## config.mk

```make
export PLATFORM = sky130hd
export DESIGN_NAME = div_arbiter
export DESIGN_NICKNAME = d
export VERILOG_FILES = /design/src/rtl/div_arbiter.sv
export SDC_FILE = /design/constraint.sdc
export NUM_CORES = 1
export LEC_CHECK = 0
export BUFFER_PORTS_ARGS = -buffer_cell sky130_fd_sc_hd__buf_4
export CORE_MARGIN = 1.5
export CORE_UTILIZATION = 30
export CTS_CLUSTER_DIAMETER = 80
export DETAILED_ROUTE_END_ITERATION = 8
export MAX_ROUTING_LAYER = met4
export SYNTH_ARGS = -nofsm -noshare
export SYNTH_HDL_FRONTEND = slang
export SYNTH_SLANG_ARGS = --single-unit
```

## constraint.sdc

```tcl
create_clock -name CLK -period 2.7 [get_ports CLK]
set_clock_uncertainty 0.2 [all_clocks]
set_input_delay 0.135 -clock CLK [delete_from_list [all_inputs] [get_ports CLK]]
set_output_delay 0.135 -clock CLK [all_outputs]
set_load 0.01 [all_outputs]
```

## src/rtl/div_arbiter.sv

```systemverilog
// Round-robin share of one divider: grant -> 1-cycle DIV_START -> wait DIV_VALID -> 1-cycle ACK; no new grant while DIV_BUSY.
// Define DIVARB_TIMEOUT_EN to abort a divide after TOUT_CYC silent WAIT cycles (DIV_SCLR pulse, ACK with RES_TOUT).
module div_arbiter #(
    parameter int NREQ     = 4,
    parameter int W        = 10,
    parameter int TOUT_CYC = 64
) (
    input  logic              CLK,
    input  logic              SCLR,
    input  logic [NREQ-1:0]   REQ,
    input  logic [NREQ*W-1:0] REQ_A,
    input  logic [NREQ*W-1:0] REQ_B,
    output logic [NREQ-1:0]   ACK,
    output logic [NREQ-1:0]   GNT,
    output logic [W-1:0]      RES_Q,
    output logic              RES_DVZ,
    output logic              RES_OVF,
    output logic              RES_TOUT,
    output logic              ARB_BUSY,
    output logic [W-1:0]      DIV_A,
    output logic [W-1:0]      DIV_B,
    output logic              DIV_START,
    output logic              DIV_SCLR,
    input  logic [W-1:0]      DIV_QOUT,
    input  logic              DIV_DVZ,
    input  logic              DIV_OVF,
    input  logic              DIV_BUSY,
    input  logic              DIV_VALID
);
    localparam int IW = $clog2(NREQ);

    typedef enum logic [1:0] {IDLE, ISSUE, WAIT, RESP} state_t;

    state_t          state, state_nx;
    logic [IW-1:0]   ptr, owner, win_idx, cand;
    logic            win_vld, do_grant, do_fin;
    logic [W-1:0]    sel_a, sel_b, fin_q;
    logic            fin_dvz, fin_ovf;

`ifdef DIVARB_TIMEOUT_EN
    localparam int CW = $clog2(TOUT_CYC + 1);
    logic [CW-1:0]   tcnt;
    logic            tout_hit, do_tout;
    assign tout_hit = (tcnt == CW'(TOUT_CYC - 1));
`endif

    // Scan downward so the lowest offset from the pointer wins.
    always_comb begin
        win_vld = 1'b0;
        win_idx = '0;
        cand    = '0;
        for (int k = NREQ - 1; k >= 0; k--) begin
            cand = (int'(ptr) + k >= NREQ) ? IW'(int'(ptr) + k - NREQ) : IW'(int'(ptr) + k);
            if (REQ[cand]) begin
                win_vld = 1'b1;
                win_idx = cand;
            end
        end
        sel_a = '0;
        sel_b = '0;
        for (int k = 0; k < NREQ; k++) begin
            if (win_idx == IW'(k)) begin
                sel_a = REQ_A[k*W +: W];
                sel_b = REQ_B[k*W +: W];
            end
        end
    end

    always_ff @(posedge CLK or posedge SCLR) begin
        if (SCLR) state <= IDLE;
        else      state <= state_nx;
    end

    always_comb begin
        state_nx = state;
        do_grant = 1'b0;
        do_fin   = 1'b0;
        fin_q    = DIV_QOUT;
        fin_dvz  = DIV_DVZ;
        fin_ovf  = DIV_OVF;
`ifdef DIVARB_TIMEOUT_EN
        do_tout  = 1'b0;
`endif
        case (state)
            IDLE: begin
                if (win_vld && !DIV_BUSY) begin
                    state_nx = ISSUE;
                    do_grant = 1'b1;
                end
            end
            ISSUE: state_nx = WAIT;
            WAIT: begin
                if (DIV_VALID) begin
                    state_nx = RESP;
                    do_fin   = 1'b1;
                end
`ifdef DIVARB_TIMEOUT_EN
                else if (tout_hit) begin
                    state_nx = RESP;
                    do_fin   = 1'b1;
                    do_tout  = 1'b1;
                    fin_q    = '0;
                    fin_dvz  = 1'b0;
                    fin_ovf  = 1'b0;
                end
`endif
            end
            RESP:    state_nx = IDLE;
            default: state_nx = IDLE;
        endcase
    end

    always_ff @(posedge CLK or posedge SCLR) begin
        if (SCLR) begin
            ptr       <= '0;
            owner     <= '0;
            GNT       <= '0;
            ACK       <= '0;
            RES_Q     <= '0;
            RES_DVZ   <= 1'b0;
            RES_OVF   <= 1'b0;
            DIV_A     <= '0;
            DIV_B     <= '0;
            DIV_START <= 1'b0;
            ARB_BUSY  <= 1'b0;
        end else begin
            DIV_START <= do_grant;
            ARB_BUSY  <= (state_nx != IDLE);
            ACK       <= '0;
            if (do_grant) begin
                owner <= win_idx;
                GNT   <= NREQ'(1) << win_idx;
                DIV_A <= sel_a;
                DIV_B <= sel_b;
            end
            if (do_fin) begin
                ACK     <= GNT;
                RES_Q   <= fin_q;
                RES_DVZ <= fin_dvz;
                RES_OVF <= fin_ovf;
            end
            if (state == RESP) begin
                GNT <= '0;
                ptr <= (owner == IW'(NREQ - 1)) ? '0 : owner + 1'b1;
            end
        end
    end

`ifdef DIVARB_TIMEOUT_EN
    // Counter is zeroed during ISSUE so every WAIT starts from a fresh budget.
    always_ff @(posedge CLK or posedge SCLR) begin
        if (SCLR) begin
            tcnt     <= '0;
            DIV_SCLR <= 1'b0;
            RES_TOUT <= 1'b0;
        end else begin
            DIV_SCLR <= do_tout;
            if (do_fin) RES_TOUT <= do_tout;
            if (state == ISSUE)     tcnt <= '0;
            else if (state == WAIT) tcnt <= tcnt + 1'b1;
        end
    end
`else
    assign DIV_SCLR = 1'b0;
    assign RES_TOUT = 1'b0;
`endif

endmodule

```

**Yosys cells after proc, flatten, opt, wreduce, memory -nomap -nowiden**

Index checks and enable logic that the tools add are counted.

- Add/subtract/negate cells: 8
- Magnitude comparators: 8
- Equal/unequal tests: 7
- Shift-type cells: 1
- Muxes and demuxes: 39
- Reduce and logical (&&, ||, !) cells: 6

Operator list:

| kind | count |
|---|---|
| $mux 10 | 8 |
| $mux 2 | 11 |
| $lt 2x3->1 const B | 4 |
| $mux 1 | 12 |
| $mux 4 | 3 |
| $eq 2x2->1 const B | 5 |
| $ge 3x3->1 const B | 3 |
| $bmux 1 s2 | 4 |
| $pmux 2 s4 | 1 |
| $sub 2x1->2 const B | 4 |
| $add 2x2->3 const B | 2 |
| $eq 2x1->1 const B | 2 |
| $logic_not 2->1 | 2 |
| $reduce_bool 2->1 | 2 |
| $shl 1x2->4 const A | 1 |
| $add 2x1->3 const B | 1 |
| $ge 2x3->1 const B | 1 |
| $add 2x1->2 const B | 1 |
| $logic_and 1x1->1 | 1 |
| $logic_not 1->1 | 1 |

- Flip-flop bits (word level): 48
- Bits of input ports: 100
- Output and inout port bits: 44
- Logic and storage cells: 81

**Longest topological paths before layout**

- Depth in word-level cells: 14
- Depth in mapped cells: 7

**Worst setup path after synthesis**

No wires, ideal clock.

- Path kind: reg-to-reg
- From: reg ptr[1]
- To: reg DIV_A[9]
- Library setup time: 123 ps
- Data arrival time: 1,665 ps
- Path slack: 712 ps
- Stages on the path, launching flop included: 7
- Path buffers: 1
- Clock period less this slack: 1,988 ps
- Cells stage by stage: dfrtp_1 nand2_4 a211oi_4 nor2_4 buf_6 mux2_4 o221a_1

- Cells in the longest elaborated chain, start to end: 14
- Elaborated cells on any way between the ends: 42
- Those cells by class: 7 x add/sub; 4 x order compare; 3 x eq/ne; 26 x mux; 2 x reduce/logical

RTL lines:

| what | line | text |
|---|---|---|
| from (decl) | 35 | `logic [IW-1:0] ptr, owner, win_idx, cand;` |
| from (signal assigned) | 144 | `ptr <= (owner == IW'(NREQ - 1)) ? '0 : owner + 1'b1;` |
| $add 2x2->3 | 53 | `cand = (int'(ptr) + k >= NREQ) ? IW'(int'(ptr) + k - NREQ) : IW'(int'(ptr) + k);` |
| $ge 3x3->1 or $sub 2x1->2 (tied branches) | 53 |  |
| $mux 2 | 53 |  |
| $bmux 1 s2 | 54 | `if (REQ[cand]) begin` |
| $mux 1 (not written as such) | 54 |  |
| $mux 2 (4 in a row) | 54 |  |
| $logic_not 2->1 | 62 | `if (win_idx == IW'(k)) begin` |
| $mux 10 (4 in a row) | 62 |  |
| to (signal assigned) | 133 | `DIV_A <= sel_a;` |
| to (decl) | 20 | `output logic [W-1:0] DIV_A,` |

Parallel ways exist; a longest one is shown, timed or not. The select of a mux whose other input is x is not followed.
A chain may end at the register's enable or synchronous reset.

**Worst setup path after layout**

- From: reg ptr[0]
- To: reg DIV_A[1]

Same word-level chain as after synthesis.

==> out/summary.md <==
The die area is 9000 µm², and the gate count after technology mapping is 224. The routed layout has 2583 vias. For the met1 track demand over resource in global routing, the log shows 0.219. The number of fill cells in the layout is 740, and the max-capacitance violation count is 0. The kind of start point of the critical path was a flop. The tools report the number of hold-slack violations in the final timing report as 0. Yosys attributes the largest share of cell area to sky130_fd_sc_hd__dfrtp_1 47%, sky130_fd_sc_hd__mux2i_1 9.5%, sky130_fd_sc_hd__mux2_2 6.2%, sky130_fd_sc_hd__o221ai_1 4.2%, sky130_fd_sc_hd__nand3_1 3.8%.

Counting instances in the post-synthesis netlist gives the leading cell types as 48 x sky130_fd_sc_hd__dfrtp_1, 24 x sky130_fd_sc_hd__mux2i_1, 22 x sky130_fd_sc_hd__nand2_1. The per-instance average area after synthesis is 11.3 µm², and the max-slew violation count is 0. The worst setup path is captured at a flop. For the number of clock sinks, the log shows 48.

The number of port buffers was 141. The area inside the core boundary is 8180 µm², and the number of nets in the layout is 535. For this run, the number of Yosys warnings is 0.

The logs give 0 for the initial antenna violation count and 2689 for the number of global-route vias before repair. The startpoint identified for the worst hold timing path is REQ_B[35]. In the routed layout, each cell is associated on average with a via count of 4.82.

For this run, the slowest stage of the critical path takes 0.55 ns. The buffering stage count on the worst path with inverters included is 1, and the highest attainable clock frequency is 398 MHz. The tools report the timing startpoint of the critical path as ptr[0].

At the later pin of the worst-skew pair, clock insertion delay measures 0.30 ns. For the worst slack at placement, the log shows 0.368 ns. In this run the most used layer during global routing was met2.

Setup violations remaining at the end of the flow were counted as 0. The floorplan step set the die width to 94.9 µm. For the maximum vdd drop, the log shows 0.374 mV. The tools report the startpoint of the lowest-slack register-to-register path as ptr[0].

In this run the post-CTS setup repair buffer count came out at 0. The number of antenna diodes in the final layout is 0. In the routed design, unresolved DRC markers number 0. Once detailed placement completed, the half-perimeter wirelength came to 5380 µm. Counting the buffers created by CTS gives 5.

At the worst endpoint, the required time is 2.70 ns. The run gives 0.474 as the portion of the post-synthesis area used by sequential elements. For the final routed database, the setup TNS stands at 0 ns.

Traced cell by cell, the critical path runs through nor2b_1, a211oi_4, nor2_4, mux2_1, dlygate4sd3_1, o221a_1. Before antenna repair, the detailed router went through 4 iterations. Across all hold checks on the routed design, the worst slack comes to 0.0139 ns. The tools report the worst-case headroom to the max-slew limit as 0.618.

The data arrival time of the worst path was 2.51 ns. The H-tree was split into 2 levels. In this run, synthesis inferred 0 flip-flops with an integrated enable. The clock slew at the register clock pins of the worst setup and hold paths came out at 0.10 ns. Among all stages on the critical path, the largest delay is contributed by sky130_fd_sc_hd__dlygate4sd3_1. Starting utilization of the core area: 0.310. The cell with the most instances after synthesis was sky130_fd_sc_hd__dfrtp_1.

TritonCTS built the clock tree. The power density relative to cell area came out at 796 nW/µm². Entering global routing, the biggest net connects 35 pins. The met2 capacity usage during global routing is 0.314.

Row generation in the floorplan step produced 33 rows. The die outline height came out at 94.9 µm. Among cell families on the critical path, the largest total delay comes from simple AND/OR/NAND/NOR gates. The tools report the global routing usage summed across all routing layers as 0.184.

After detailed routing, the total wire length is 7910 µm. Setup repair after global routing left no endpoint under its margin. The post-detailed-route wirelength per cell was 14.8 µm. The final critical delay including setup and external delays was 2.51 ns; the total congestion overflow was 0.

From synthesis to final layout, the design area changed by 75.0%. The clock root buffer was sky130_fd_sc_hd__clkbuf_8. The fraction of post-synthesis cell area in the top cell type by area is 0.474. The run finished with clean final reports. By startpoint and endpoint, the worst setup path is classified as reg2reg. The number of DRC violations after detailed-routing iteration 0 is 63. Number of synthesized register bits: 48.

The completed layout was analyzed and its total power is 3.53 mW. The global-route track usage on met3 is 0.0395, and the wire length of the first global-routing pass is 12500 µm. The tools report the boundary pin count as 144.

The maximum buffer depth of the clock tree was 2. The congestion estimate from routability-driven global placement came to 0.750. The layout cell share with drive strength beyond 1 was 0.420. Worst hold-check path type: in2reg. The count of cell types in the netlist is 36, and the slew of the pin with the lowest slew margin is 0.572 ns.

The critical-path maximum fanout is 11, and the post-layout utilization of the core is 0.542. The remaining number of nets flagged by the antenna check after routing was 0. The synthesized design spends more area on one cell type than any other, namely sky130_fd_sc_hd__dfrtp_1.

The share of flip-flops with an asynchronous set or reset was 1.00. The mapped netlist covers 2530 µm². Among all flip-flop cells after synthesis, the most frequent one is sky130_fd_sc_hd__dfrtp_1.

The run gives 2.14 nW as the standby leakage power. The portion of the clock cycle consumed by the worst path in the final layout works out to 0.931. After layout, the worst setup slack is 0.186 ns.
==> cell type report <==
class / count / area (µm²) / area share
timing repair buffer: 212 / 1750 / 0.396
inverter: 7 / 26.3 / 0.00593
multi-input combinational: 156 / 1220 / 0.276
clock buffer: 6 / 82.6 / 0.0186
sequential: 48 / 1200 / 0.271
tap: 105 / 131 / 0.0296
clock inverter: 2 / 13.8 / 0.00310
==> path summary, 6_finish.rpt <==
kind,slack (ns),to,depth (start not counted)
max in group asynchronous,1.36,ptr[1],4
worst max-delay path,0.19,DIV_A[1],6
worst min-delay path,0.01,DIV_B[5],4
min in group asynchronous,0.15,DIV_A[6],3
worst max register to register,0.19,DIV_A[1],6
worst min register to register,0.30,DIV_B[9],2
==> cells in the final DEF, fill, tap and decap left out, drive strengths merged, types with 3 or more instances in the layout <==
master / n
buf: 147
clkbuf: 6
a21oi: 7
mux2i: 24
nand2b: 3
o21ai: 9
o221a: 8
dfrtp: 48
dlygate4sd3: 65
mux2: 22
ha: 5
nor2: 4
nand2: 23
and3: 4
nand3: 19
inv: 8
nor2b: 3
o221ai: 12
==> state kept, by name (all words and copies together), names as in the netlist <==
name       cells
state          2
GNT            4
DIV_A         10
ptr            2
owner          2
RES_Q         10
ARB_BUSY       1
RES_OVF        1
RES_DVZ        1
ACK            4
DIV_B         10
DIV_START      1
==> routing by layer <==
| layer | wire [µm] | vias to the layer above |
|---|---|---|
| met5 | 0 | - |
| met4 | 184 | 0 |
| met3 | 583 | 18 |
| met2 | 3890 | 122 |
| met1 | 3250 | 1215 |
| li1 | - | 1228 |
==> kinds of logic after synthesis <==
| kind of cell | Yosys count | synth area share |
|---|---|---|
| compound gates | 43 | 0.141 |
| simple gates | 60 | 0.119 |
| fa+ha+maj | 5 | 0.0247 |
| other cells | 1 | 0.00148 |
| mux | 46 | 0.196 |
| flops | 48 | 0.474 |
| buf+inv | 21 | 0.0445 |
==> worst min-delay path: stages <==
cell and delay, ns:
sky130_fd_sc_hd__buf_4 0.11, sky130_fd_sc_hd__nand3_1 0.05, sky130_fd_sc_hd__nand3_1 0.07, sky130_fd_sc_hd__o221a_1 0.11
==> stage by stage <==
step | cell area, µm² | instances
floorplan | 2540 | 225
global placement | 3680 | 463
detailed placement | 3680 | 463
CTS | 4430 | 536
global route | 4430 | 536
finish | 4430 | 536
==> power by group <==
group	total (mW)	leakage [nW]	internal (mW)	switching (mW)
sequential	1.24	0.585	1.05	0.196
combinational	1.82	1.51	0.986	0.833
clock	0.467	0.0516	0.210	0.256
==> repair_timing <==
| item | 4_1_cts | 5_1_grt |
|---|---|---|
| setup endpoints to repair | 0 | 1 |
| hold buffers | 65 | 0 |
| hold endpoints to repair | 44 | 0 |
| gates resized for setup | 0 | 1 |
Power figures use the tool's default switching activity.
